<file path="config.mk">
export PLATFORM = sky130hd
export DESIGN_NAME = change_dispenser
export DESIGN_NICKNAME = d
export VERILOG_FILES = /design/src/rtl/vend_pkg.sv /design/src/rtl/cycle_timer.sv /design/src/rtl/change_dispenser.sv
export SDC_FILE = /design/constraint.sdc
export NUM_CORES = 1
export LEC_CHECK = 0
export CAP_MARGIN = 20
export CORE_MARGIN = 10
export CORE_UTILIZATION = 40
export CTS_CLUSTER_SIZE = 20
export DETAILED_ROUTE_END_ITERATION = 8
export PLACE_DENSITY = 0.65
export SYNTH_ARGS = -nofsm -noshare
export SYNTH_HDL_FRONTEND = slang
export SYNTH_SLANG_ARGS = --single-unit
</file>
<file path="constraint.sdc">
create_clock -name clock -period 5.5 [get_ports clock]
set_clock_uncertainty 0.1 [all_clocks]
set_input_delay 1.1 -clock clock [delete_from_list [all_inputs] [get_ports clock]]
set_output_delay 1.1 -clock clock [all_outputs]
set_load 0.1 [all_outputs]
</file>
<file path="src/rtl/vend_pkg.sv">
// rtl/vend_pkg.sv - shared types and constants for the vending datapath
package vend_pkg;

  typedef enum logic [2:0] {
    S_IDLE  = 3'd0,
    S_EJECT = 3'd1,
    S_WAIT  = 3'd2,
    S_GAP   = 3'd3,
    S_FAULT = 3'd4
  } disp_state_t;

  localparam logic [5:0] COIN_UNIT   = 6'd5;
  localparam logic [5:0] MAX_PENDING = 6'd60;

  localparam logic [3:0] AMT_0  = 4'd0;
  localparam logic [3:0] AMT_5  = 4'd5;
  localparam logic [3:0] AMT_10 = 4'd10;
  localparam logic [3:0] AMT_15 = 4'd15;

  function automatic logic is_legal_amt(input logic [3:0] amt);
    return (amt == AMT_0) || (amt == AMT_5) || (amt == AMT_10) || (amt == AMT_15);
  endfunction

endpackage

</file>
<file path="src/rtl/cycle_timer.sv">
// rtl/cycle_timer.sv - loadable down-counter, done when the count reaches zero
module cycle_timer #(
  parameter int W = 4
) (
  input  logic         clock,
  input  logic         reset,
  input  logic         load,
  input  logic [W-1:0] load_val,
  output logic         done
);

  logic [W-1:0] cnt_q;

  always_ff @(posedge clock) begin
    if (reset) begin
      cnt_q <= '0;
    end else if (load) begin
      cnt_q <= load_val;
    end else if (cnt_q != '0) begin
      cnt_q <= cnt_q - 1'b1;
    end
  end

  assign done = (cnt_q == '0);

endmodule

</file>
<file path="src/rtl/change_dispenser.sv">
// rtl/change_dispenser.sv - ejects 5-unit coins for pending change via pulse/sense hopper handshake
module change_dispenser
  import vend_pkg::*;
#(
  parameter int PULSE_CYCLES = 4,
  parameter int ACK_TIMEOUT  = 16,
  parameter int GAP_CYCLES   = 2
) (
  input  logic       clock,
  input  logic       reset,
  input  logic       chg_valid,
  input  logic [3:0] chg_amt,
  input  logic       coin_sensed,
  output logic       coin_eject,
  output logic [5:0] pending,
  output logic [7:0] coins_out,
  output logic       busy,
  output logic       fault,
  output logic       bad_amt,
  output logic       overflow
);

  localparam int MAXC = (PULSE_CYCLES > ACK_TIMEOUT) ?
                        ((PULSE_CYCLES > GAP_CYCLES) ? PULSE_CYCLES : GAP_CYCLES) :
                        ((ACK_TIMEOUT > GAP_CYCLES) ? ACK_TIMEOUT : GAP_CYCLES);
  localparam int TW = (MAXC > 1) ? $clog2(MAXC) : 1;

  // The timer is loaded with N-1 so that the state lasts exactly N cycles.
  localparam logic [TW-1:0] EJECT_LOAD = TW'(PULSE_CYCLES - 1);
  localparam logic [TW-1:0] WAIT_LOAD  = TW'(ACK_TIMEOUT - 1);
  localparam logic [TW-1:0] GAP_LOAD   = TW'(GAP_CYCLES - 1);

  disp_state_t state_q, state_d;
  logic [5:0]  pending_q, pending_d;
  logic [7:0]  coins_q, coins_d;
  logic        eject_q, busy_q, fault_q, bad_q, bad_d, ovf_q, ovf_d;

  logic          tmr_load;
  logic [TW-1:0] tmr_val;
  logic          tmr_done;
  logic          dec;
  logic [5:0]    base;
  logic [6:0]    sum;

  cycle_timer #(.W(TW)) u_timer (
    .clock    (clock),
    .reset    (reset),
    .load     (tmr_load),
    .load_val (tmr_val),
    .done     (tmr_done)
  );

  always_comb begin
    state_d  = state_q;
    dec      = 1'b0;
    tmr_load = 1'b0;
    tmr_val  = '0;
    case (state_q)
      S_IDLE:  if (pending_q >= COIN_UNIT) state_d = S_EJECT;
      S_EJECT: if (tmr_done) state_d = S_WAIT;
      S_WAIT: begin
        if (coin_sensed) begin
          state_d = S_GAP;
          dec     = (pending_q >= COIN_UNIT);
        end else if (tmr_done) begin
          state_d = S_FAULT;
        end
      end
      S_GAP:   if (tmr_done) state_d = S_IDLE;
      S_FAULT: state_d = S_FAULT;
      default: state_d = S_IDLE;
    endcase
    if (state_d != state_q) begin
      tmr_load = 1'b1;
      case (state_d)
        S_EJECT: tmr_val = EJECT_LOAD;
        S_WAIT:  tmr_val = WAIT_LOAD;
        S_GAP:   tmr_val = GAP_LOAD;
        default: tmr_val = '0;
      endcase
    end
  end

  // Deposits are judged against the balance after this cycle's coin decrement.
  always_comb begin
    base      = dec ? (pending_q - COIN_UNIT) : pending_q;
    sum       = {1'b0, base} + {3'b000, chg_amt};
    pending_d = base;
    bad_d     = 1'b0;
    ovf_d     = 1'b0;
    if (chg_valid) begin
      if (!is_legal_amt(chg_amt)) begin
        bad_d = 1'b1;
      end else if (chg_amt != AMT_0) begin
        if (sum > {1'b0, MAX_PENDING}) begin
          ovf_d = 1'b1;
        end else begin
          pending_d = sum[5:0];
        end
      end
    end
    coins_d = dec ? (coins_q + 8'd1) : coins_q;
  end

  always_ff @(posedge clock) begin
    if (reset) begin
      state_q   <= S_IDLE;
      pending_q <= '0;
      coins_q   <= '0;
      eject_q   <= 1'b0;
      busy_q    <= 1'b0;
      fault_q   <= 1'b0;
      bad_q     <= 1'b0;
      ovf_q     <= 1'b0;
    end else begin
      state_q   <= state_d;
      pending_q <= pending_d;
      coins_q   <= coins_d;
      eject_q   <= (state_d == S_EJECT);
      busy_q    <= (state_d != S_IDLE) || (pending_d != '0);
      fault_q   <= (state_d == S_FAULT);
      bad_q     <= bad_d;
      ovf_q     <= ovf_d;
    end
  end

  assign coin_eject = eject_q;
  assign pending    = pending_q;
  assign coins_out  = coins_q;
  assign busy       = busy_q;
  assign fault      = fault_q;
  assign bad_amt    = bad_q;
  assign overflow   = ovf_q;

endmodule

</file>
==> reports/metrics.csv <==
metric,value,unit
p_leak,0.802,nW
routed_via_density,5.29,
synth_area,1660,sq um
postCtsSetupBuffers,0,
final-seq-area,520,sq um
slew_violations,0,
fin_nets,240,
min_period_over_period,80.1,%
cts_resized,0,
synthFlopType,dfxtp_1,
ys_ff_latch,26,
timing.fmax,227,MHz
r2r_end,busy$_SDFF_PP0_,
die_h,84.5,um
drive_above_1_share,6.76,%
synth_nets,215,
cts-hold-fix-buffers,0,
cts_root_buf,clkbuf_8,
ios,27,
async_reset_ff_share,0,%
max_slew_margin,34.5,%
grt_antenna_before_repair,0,
cts_sinks,26,
grt_max_degree,25,
endpoint_kind,flop,
rows,23,
wirelength,3.53,mm
grt_pass1_vias,1393,
dr_total_vias,1439,
cts_max_path_buffers,2,
coreArea,4000,sq um
place.port_buffers,26,
arrival,4.42,ns
gr-total-overflow,0,
insertion_delay,0.26,ns
fillCellCount,392,
cts_tree,yes,
dp_hpwl,2.80,mm
tightest_slew,0.980,ns
dieWidth,84.5,um
r2r_slack,1.14,ns
synthCells,198,
criticalPathCategory,input port to flop,
seq_area_frac_synth,31.3,%
synth_cell_types,51,
drv_cap,0,
h-tree-depth,1,
cts_made_buffers,3,
synth_area_per_cell,8.40,sq um
track_usage,10.0,%
cp-start-kind,input port,
cts.clk_slew.worst_paths,0.09,ns
outcome,finished clean,
die_area,7140,sq um
place_ws,0.852,ns
drc,0,
diodes,0,
cp.required,5.52,ns
power,0.000607,W
timing.critical_path.fanout_max,8,
startpoint,coin_sensed,
synth_edf_count,0,
reg2reg_depth,15,
routedWlPerCell,13.0,um
first_pass_iters,4,
layout_common_cells,"dfxtp_1 (26), clkdlybuf4s50_1 (26), nor2_1 (24)",
gp_congestion,0.834,
power_density,298,nW/um^2
finalHoldViolCount,0,
setup-tns-final,0,ns
setup_ws,1.09,ns
start_util,41.6,%
cp-endpoint,busy$_SDFF_PP0_,
grt_setup_unrepaired,no,
finalCoreUtilization,51.0,%
grt_first_pass_wirelength,6.28,mm
reg2reg_from,pending[1]$_SDFF_PP0_,
setup_viol,0,
ys_warn_count,0,
drt_iter0_drc,62,
ir_worst_vdd,0.110,mV
syn_to_final_growth,22.6,%
multi_input_area,1070,sq um
hp-class,flop to flop,
fin_crit,4.41,ns
antenna_left,0,
==> metrics by stage <==
step / cell area, sq um / hold slack [ns] / instances
finish: 2040 / 0.403 / 272
global route: 2040 / 0.447 / 272
CTS: 2040 / 0.411 / 272
detailed placement: 1970 / 0.397 / 268
global placement: 1970 / 0.399 / 268
floorplan: 1660 / 0.370 / 198
==> cells by family (layout without fill, tap and decap cells) <==
group | count (synthesis) | after routing | synth area share, %
AOI/OAI and AO/OA | 44 | 44 | 20.4
xor gates and xnor gates | 19 | 19 | 10.0
adders and majority gates | 10 | 10 | 7.82
buffers and inverters | 20 | 44 | 4.51
DFF | 26 | 26 | 31.3
muxes | 6 | 6 | 3.91
and+or+nand+nor | 73 | 73 | 22.1
==> worst min path at each step <==
stage                                        startpoint                            end  slack, ns  depth (start not counted)
final                     u_timer.cnt_q[1]$_SDFFE_PP0P_  u_timer.cnt_q[1]$_SDFFE_PP0P_       0.40                          2
after global routing      u_timer.cnt_q[1]$_SDFFE_PP0P_  u_timer.cnt_q[1]$_SDFFE_PP0P_       0.45                          2
after CTS                 u_timer.cnt_q[1]$_SDFFE_PP0P_  u_timer.cnt_q[1]$_SDFFE_PP0P_       0.41                          2
after detailed placement  u_timer.cnt_q[1]$_SDFFE_PP0P_  u_timer.cnt_q[1]$_SDFFE_PP0P_       0.40                          2
after global placement        coins_out[7]$_SDFFE_PP0N_      coins_out[7]$_SDFFE_PP0N_       0.40                          2
after floorplan           u_timer.cnt_q[1]$_SDFFE_PP0P_  u_timer.cnt_q[1]$_SDFFE_PP0P_       0.37                          2
==> registers in the layout (all words and copies together) (netlist names) <==
register,cells
busy,1
coins_out,8
state_q,3
pending,6
fault,1
coin_eject,1
bad_amt,1
overflow,1
u_timer.cnt_q,4
==> area by class of cell <==
cell class                 count  share of cell area, %
sequential                    26                   25.5
clock buffer                   3                   2.02
inverter                      13                   2.39
clock inverter                 1                   1.47
tap                           50                   3.07
timing repair buffer          27                   13.1
multi-input combinational    152                   52.4
==> per-layer routing <==
layer	up-vias	GRT usage (%)	wire length, um
met2	10	18.7	1840
met3	2	1.16	58
met1	679	11.4	1590
met5	-	0	0
met4	0	3.14	36
li1	748	-	-
==> Yosys cell counts, drive strengths merged (2+ instances only) <==
library cell	count	area (sq um)
inv	13	48.8
xor2	10	87.6
xnor2	9	78.8
nor2	25	96.4
nand2	15	56.3
o22ai	2	12.5
a211oi	2	15.0
nor3	9	45.0
clkbuf	6	22.5
a21o	3	22.5
mux2i	5	50.1
dfxtp	26	521
o21a	2	15.0
o32ai	2	25.0
and2	2	12.5
o21ai	6	30.0
a31oi	3	33.8
nand3	4	20.0
a311oi	3	32.5
ha	8	100
nand4	2	12.5
nor2b	4	25.0
and3	2	12.5
a21oi	13	65.1
==> power breakdown <==
part           internal, W  switching (W)
combinational    0.0000889       0.000134
sequential        0.000209      0.0000193
clock            0.0000972      0.0000589
total             0.000395       0.000212
==> worst max-delay path, stage by stage <==
cell and delay, ns:
clkdlybuf4s50_1 0.54, nand4bb_1 0.17, nor2_1 0.24, xnor2_1 0.19, ha_1 0.22, inv_1 0.05, fa_1 0.39, xor2_1 0.30
nor3_1 0.09, mux2i_1 0.26, nand3_1 0.19, a31oi_4 0.31, mux2i_1 0.27, a31oi_1 0.10
Power figures use the tool's default switching activity.
